File: config.mk
export PLATFORM = sky130hd
export DESIGN_NAME = spi_sclk_gen
export DESIGN_NICKNAME = d
export VERILOG_FILES = /design/src/rtl/spi_sclk_gen.sv
export SDC_FILE = /design/constraint.sdc
export NUM_CORES = 1
export LEC_CHECK = 0
export ABC_AREA = 1
export CAP_MARGIN = 20
export CORE_MARGIN = 1
export CORE_UTILIZATION = 51
export DETAILED_ROUTE_END_ITERATION = 12
export PLACE_DENSITY = 0.76
export SLEW_MARGIN = 10
export SYNTH_ARGS = -nofsm -noshare
export SYNTH_HDL_FRONTEND = slang
export SYNTH_SLANG_ARGS = --single-unit
File: constraint.sdc
create_clock -name clk -period 1.65 [get_ports clk]
set_input_delay 0.33 -clock clk [delete_from_list [all_inputs] [get_ports clk]]
set_output_delay 0.33 -clock clk [all_outputs]
set_load 0.01 [all_outputs]
File: src/rtl/spi_sclk_gen.sv
// spi_sclk_gen: SPI SCLK divider gated by chip-select, plus rise/fall strobes on the SCLK pad.
// Define SCLK_SYNC_EN to put a two-flop synchroniser in front of the edge detector.
module spi_sclk_gen #(
    parameter int CNT_W = 8
) (
    input  logic       clk,
    input  logic       rst,
    input  logic [2:0] divider,
    input  logic       cpol,
    input  logic       cs,
    output logic       sclk,
    input  logic       sig,
    output logic       sclk_pe,
    output logic       sclk_ne
);
    logic [CNT_W-1:0] r_cnt;
    logic [CNT_W-1:0] w_lim;
    logic             r_sclk;
    logic             r_h;
    logic             r_v;
    logic             w_cur;

    assign w_lim = (CNT_W'(1) << divider) - CNT_W'(1);
    assign sclk  = r_sclk;

    // >= rather than == so a divider lowered mid-run toggles immediately instead of wrapping
    always_ff @(posedge clk or negedge rst) begin
        if (!rst) begin
            r_cnt  <= '0;
            r_sclk <= 1'b0;
        end else if (cs) begin
            r_cnt  <= '0;
            r_sclk <= cpol;
        end else if (r_cnt >= w_lim) begin
            r_cnt  <= '0;
            r_sclk <= ~r_sclk;
        end else begin
            r_cnt  <= r_cnt + CNT_W'(1);
        end
    end

`ifdef SCLK_SYNC_EN
    logic [1:0] r_sync;
    always_ff @(posedge clk or negedge rst) begin
        if (!rst) r_sync <= '0;
        else      r_sync <= {r_sync[0], sig};
    end
    assign w_cur = r_sync[1];
`else
    assign w_cur = sig;
`endif

    always_ff @(posedge clk or negedge rst) begin
        if (!rst) begin
            r_h <= 1'b0;
            r_v <= 1'b0;
        end else begin
            r_h <= w_cur;
            r_v <= 1'b1;
        end
    end

    assign sclk_pe = r_v & w_cur & ~r_h;
    assign sclk_ne = r_v & ~w_cur & r_h;
endmodule

==> run_results.csv, run 1 <==
group,metric,value,unit
logic_synthesis,synth_area,726,um2
timing,fmaxAchievable,0.631,GHz
grt,antenna_found_initial,0,
power,powerDensity,670,nW/um2
place,dp_hpwl,1.09,mm
cts,htreeDepth,1,
setup_path,cp_max_fo,3,
min_path,hp-class,"in2async",
setup_path,path_depth,4,
setup_path,worstPathRequired,1320,ps
cells_and_area,final_cells,124,
route,drtIter0Drc,11,
setup_path,path_buf_inv,2,
cells_and_area,fillers,109,
cells_and_area,mostFrequentLayoutCell,"nand2_1",
grt,grt_usage,22.2,%
cells_and_area,utilization,66.9,%
route,totalWireLength,1.37,mm
place,io_buffers,10,
logic_synthesis,synth-seq-cells,11,
setup_path,cp_cell_sequence,"clkdlybuf4s50_1 -> nand2_1 -> nor2_1 -> clkdlybuf4s15_1",
timing,setup_viol,0,
route,viasPerCell,5.10,
floorplan,die_h,39.7,um
route,avgRoutedWirePerCell,11.0,um
run,maxCapViolations,0,
timing,post-route-period-util,96.0,%
route,drc,0,
timing,hold_viol,0,
place,dpl.cell_count,120,
route,firstDrtPassIters,4,
cts,clk_pin_slew_worst_paths,70,ps
timing,slew_violations,0,
timing,hold_ws,392,ps
cells_and_area,antennaDiodeCount,0,
grt,overflow,0,
timing,tns,0,ps
logic_synthesis,ys_warn_count,0,
grt,grt-busiest-layer,"met2",
place,gp_congestion,0.780,
setup_path,rr_endpoint,"sclk$_DFFE_PN0P_",
grt,grtUsageMet2,39.8,%
floorplan,initial_core_util,55.1,%
cells_and_area,layout_common_cells,"nand2_1 (22), nor2_1 (19), dfrtp_1 (11)",
power,leakage,0.470,nW
timing,period_needed,1580,ps
grt,use_met3,3.41,%
cts,cts_buffer_depth,2,
cells_and_area,fin_area,881,um2
timing,finClkSkew,1.87,ps
setup_path,critPathMaxStageDelay,500,ps
timing,rsz0062_at_grt,"no",
cts,cts_tree,"yes",
floorplan,die_w,39.7,um
grt,grt_pass1_vias,563,
cells_and_area,final_nets,127,
floorplan,die_area,1580,um2
power,peakVddDrop,451,uV
floorplan,ios,11,
floorplan,core_area,1320,um2
setup_path,setup.worst_path.end,"sclk_pe",
logic_synthesis,synth.avg_cell_area,7.80,um2
setup_path,critPathLaunch,"sig",
setup_path,setup.worst_path.class,"in2out",
logic_synthesis,synth_cells,93,
logic_synthesis,yosysSeqAreaShare,37.9,%
setup_path,arrival,1250,ps
route,ant_nets,0,
setup_path,slowest_stage,"clkdlybuf4s50_1",
cts,cts_made_buffers,3,
cts,root_buffer,"clkbuf_4",
route,vias,633,
setup_path,worst_setup_path_end_kind,"output pin",
grt,grt_pass1_wl,2.25,mm
cts,cts.sinks,11,
logic_synthesis,netlist-cell-type-count,15,
setup_path,critPathTopFamily,"buffers and inverters",
cts,clock_latency,270,ps
cells_and_area,area.growth.synth_to_final,21.4,%
setup_path,r2r-start,"r_cnt[5]$_DFF_PN0_",
setup_path,cp-start-kind,"input port",
place,placed_area,856,um2
cells_and_area,drive_gt1_share,10.1,%
floorplan,row_count,13,
outcome,status,"finished, final reports clean",
grt,met1_usage,25.4,%
setup_path,reg2reg_slack,160,ps
setup_path,ff2ff_path_depth,7,
grt,grt_start_max_net_pins,12,
## report_power, final
group / switching (W) / total [W] / internal, W
clock: 0.0000867 / 0.000180 / 0.0000937
sequential: 0.0000122 / 0.000295 / 0.000283
combinational: 0.0000617 / 0.000114 / 0.0000523
## worst reg2reg max path, cell delays in order, from the launching register on
cell and delay [ps]:
dfrtp_1 430, ha_1 330, a21oi_1 150, nor2_1 90, nor2_4 130, nand2_2 120, nand2_1 70, nand2_1 50
## how the worst min path moves through the flow
stage / from / cells after the start / slack (ps) / to
3_3_place_gp: r_cnt[0]$_DFF_PN0_ / 1 / 510 / r_cnt[0]$_DFF_PN0_
3_5_place_dp: r_cnt[0]$_DFF_PN0_ / 1 / 510 / r_cnt[0]$_DFF_PN0_
2_1_floorplan: rst / 0 / 30 / r_cnt[0]$_DFF_PN0_
4_1_cts: rst / 1 / 390 / r_cnt[4]$_DFF_PN0_
6_report: rst / 1 / 390 / r_cnt[4]$_DFF_PN0_
5_1_grt: rst / 1 / 430 / r_cnt[4]$_DFF_PN0_
## metal layers
metal / up-vias / part of all wire [%]
met1: 299 / 44
li1: 321 / -
met3: 2 / 3.0
met2: 11 / 51
met5: - / 0
met4: 0 / 1.6
## state kept, by name, indices dropped and copies added, names as in the netlist
name	cells
r_cnt	8
r_h	1
r_v	1
sclk	1
## final cells by class
type                       instances  area [um2]  share of cell area [%]
clock buffer                       4        26.3                    2.98
inverter                           9        36.3                    4.12
multi-input combinational         74         418                    47.4
sequential                        11         275                    31.2
tap                               15        18.8                    2.13
timing repair buffer              11         106                    12.1
## cells by family after synthesis
group           Yosys count  synth area share (%)
simple gates             54                  32.8
flops                    11                  37.9
buf+inv                   9                  5.00
fa+ha+maj                 9                  15.5
compound gates            5                  3.45
xor+xnor                  4                  4.83
other cells               1                 0.517
## through the flow
stage / setup WS, ps / total power (W)
6_report: 65.3 / 0.000590
3_3_place_gp: -296 / 0.000414
4_1_cts: 4.42 / 0.000600
5_1_grt: 8.65 / 0.000633
3_5_place_dp: -368 / 0.000418
2_1_floorplan: 321 / 0.000363
## cell usage after synthesis (all sizes together)
master | number | area (um2)
inv | 9 | 36.3
dfrtp | 11 | 275
o21ai | 2 | 10.0
xnor2 | 2 | 17.5
nor2 | 21 | 93.8
ha | 9 | 113
nand3 | 6 | 30.0
xor2 | 2 | 17.5
a21oi | 3 | 15.0
nand2 | 26 | 108
nand4 | 1 | 6.26
conb | 1 | 3.75
## repair_timing
item | 4_1_cts | 5_1_grt
buffers inserted | 0 | 0
hold buffers | 0 | 0
endpoints found under the setup margin | 9 | 10
resized for setup | 4 | 2
Power figures use the tool's default switching activity.
==> inputs of run 2 (changes only) <==
--- a/config.mk
+++ b/config.mk
@@ -6,11 +6,13 @@
 export NUM_CORES = 1
 export LEC_CHECK = 0
 export ABC_AREA = 1
-export CAP_MARGIN = 20
+export CAP_MARGIN = 15
 export CORE_MARGIN = 1
 export CORE_UTILIZATION = 51
 export DETAILED_ROUTE_END_ITERATION = 12
 export PLACE_DENSITY = 0.76
+export REMOVE_ABC_BUFFERS = 1
+export SKIP_LAST_GASP = 1
 export SLEW_MARGIN = 10
 export SYNTH_ARGS = -nofsm -noshare
 export SYNTH_HDL_FRONTEND = slang
==> results of run 2 <==
Final layout, timing and power as in run 1 (identical DEF).
==> patch (flow settings as in run 2) <==
Add a define of `SCLK_SYNC_EN`.
--- a/src/rtl/spi_sclk_gen.sv
+++ b/src/rtl/spi_sclk_gen.sv
@@ -1,5 +1,7 @@
 // spi_sclk_gen: SPI SCLK divider gated by chip-select, plus rise/fall strobes on the SCLK pad.
 // Define SCLK_SYNC_EN to put a two-flop synchroniser in front of the edge detector.
+`define SCLK_SYNC_EN
+
 module spi_sclk_gen #(
     parameter int CNT_W = 8
 ) (
Behaviour: not the same (a bounded check fails within 4 cycles, from zero or initial values and one cycle with rst low).
==> patch against run 2 <==
Hold slack worse by 0.031 ns; design area up 5.5%; setup slack better by 0.091 ns; sequential cell count up 2; cell count up 0.81%; area after synthesis up 6.9%; first-iteration DRC count down 18%; power up 9.0%; routed wire length down 1.5%; fmax up 6.1%; critical path type is now input port to flop; critical endpoint is now sclk; largest power group unchanged; highest routed layer unchanged.
==> patch: results (changes against run 2) <==
* Via Count at 640 (+1.1%)
* Hold endpoint: r_sync[1]
* Reg-to-Reg Start: r_cnt[2]
* P_leak at 0.503 nW (+7.1%)
* Dpl cells at 121 (+0.83%)
* Min-Delay Path Class: flop to flop
* Synth area leaders: dfrtp_1, ha_1, nand2_1
* Vias in the first global route at 595 (+5.7%)
* Hold depth at 0
* Relative slew slack at 63.2%
* DRT Pass-1 Iters at 4 (unchanged)
* Detailed Place HPWL at 1110 µm (+2.1%)
* Largest net degree at the start of global routing at 14 (+2)
* Synth cell types at 15 (unchanged)
* Fin nets at 128 (+0.79%)
* Port bufs at 10 (unchanged)
* Register area share after synthesis at 41.9% (+4.0 points)
* GRT Overall Usage at 20.6% (-1.7 points)
* Wire length per cell at 10.8 µm (-2.2%)
* # Post-CTS Setup Buffers at 0 (unchanged)
* Flop-to-flop setup slack at 0.17 ns
* RR Endpoint: sclk
* Skew final at 0.00185 ns (-0.0000197 ns)
* Max clock buf depth at 2 (unchanged)
* CTS H-tree depth at 1 (unchanged)
* Initial antenna violation count at 0 (unchanged)
* Final Wtd Congestion at 0.778 (-0.24%)
* Iter 0 DRT Violations at 9 (-2)
* Layout cells sized above 1 at 10.0% (-0.092 points)
* Worst skew pair latency at 0.26 ns
* Status: complete, no violations
* Post-Syn Instances at 95 (+2.2%)
* Yosys warning count at 0 (unchanged)
* Worst-path fanout max at 7 (+4)
* Diodes inserted at 0 (unchanged)
* First-pass GRT wire length at 2210 µm (-1.6%)
* Path depth of the worst reg2reg path at 9 (+2)
* Top cells by count, synth: nand2_1, nor2_1, dfrtp_1, ha_1, inv_1
* Hold Path Origin: r_sync[0]
* VDD IR max at 0.567 mV (+26%)
* Root Buffer: clkbuf_4
* Number of buffers created by CTS at 3 (unchanged)
* Biggest regs: r_cnt x8, r_sync x2
* Async set-reset flop share out of synthesis at 100% (unchanged)
* Vias/cell at 5.12 (+0.30%)
[patch: cell count changes in the layout (fill, tap and decap cells not counted), sizes merged]
cell	before	now
clkdlybuf4s15	1	0
dfrtp	11	13
buf	1	0
dlymetal6s2s	1	2
[patch: critical path, cell delays in order]
cell and delay (ns):
dlygate4sd2_1 0.31, inv_1 0.09, ha_1 0.32, nand2_1 0.09, nor2_1 0.05, nor2_1 0.07
nand2_1 0.06, nand2_2 0.09, nand2_2 0.10, nand2_1 0.07, nand2_1 0.05
[patch: logic make-up (layout without fill, tap and decap cells)]
group                    Yosys count  in the layout  share of synthesized area (%)
flip-flops                        13             13                           41.9
AO/OA/AOI/OAI                      5              5                           3.23
other                              1              2                          0.483
XOR/XNOR                           4              4                           4.52
AND/OR/NAND/NOR                   54             54                           30.6
buffers and inverters              9             23                           4.68
adder cells (fa/ha/maj)            9              9                           14.5
[patch: worst max path at each step]
stage / end / cells after the start / slack, ns / startpoint
4_1_cts: sclk / 11 / 0.002 / divider[0]
6_report: sclk / 11 / 0.16 / divider[2]
2_1_floorplan: sclk / 9 / 0.32 / r_cnt[2]
5_1_grt: sclk / 11 / 0.06 / divider[2]
3_3_place_gp: sclk / 11 / -0.28 / divider[2]
3_5_place_dp: sclk / 11 / -0.36 / divider[2]
[patch: repair_timing]
item	CTS	global route
gates resized for setup	3	3
pin swaps	0	0
hold buffers	0	0
endpoints found under the setup margin	8	10
cloned	0	0
[patch: through the flow]
stage,power [W],instance area [µm²],setup WS (ns),hold slack [ns]
CTS,0.000653,921,0.00227,0.366
floorplan,0.000416,779,0.321,0.0344
global placement,0.000465,898,-0.284,0.344
finish,0.000643,930,0.157,0.361
global route,0.000683,930,0.0573,0.369
detailed placement,0.000471,898,-0.358,0.338
[patch: final cells by class]
class | instances | area, µm²
Multi-Input combinational cell | 74 | 422
Clock buffer | 4 | 26.3
Sequential cell | 13 | 325
Timing Repair Buffer | 10 | 101
Fill cell | 109 | 420
Tap cell | 15 | 18.8
Inverter | 9 | 36.3
[patch: layer usage]
metal | routed length, µm | global-route usage [%] | vias up | part of all wire [%]
met1 | 612 | 22.7 | 295 | 45
met5 | 0 | 0 | - | 0
met4 | 5 | 10.0 | 0 | 0.37
met3 | 40 | 1.63 | 2 | 3.0
li1 | - | - | 330 | -
met2 | 691 | 38.7 | 13 | 51
[patch: power breakdown]
part	switching, W	leakage (nW)	total (W)	internal, W
sequential	0.0000149	0.168	0.000349	0.000335
clock	0.0000874	0.0150	0.000181	0.0000933
combinational	0.0000612	0.320	0.000113	0.0000513
total	0.000163	0.503	0.000643	0.000479
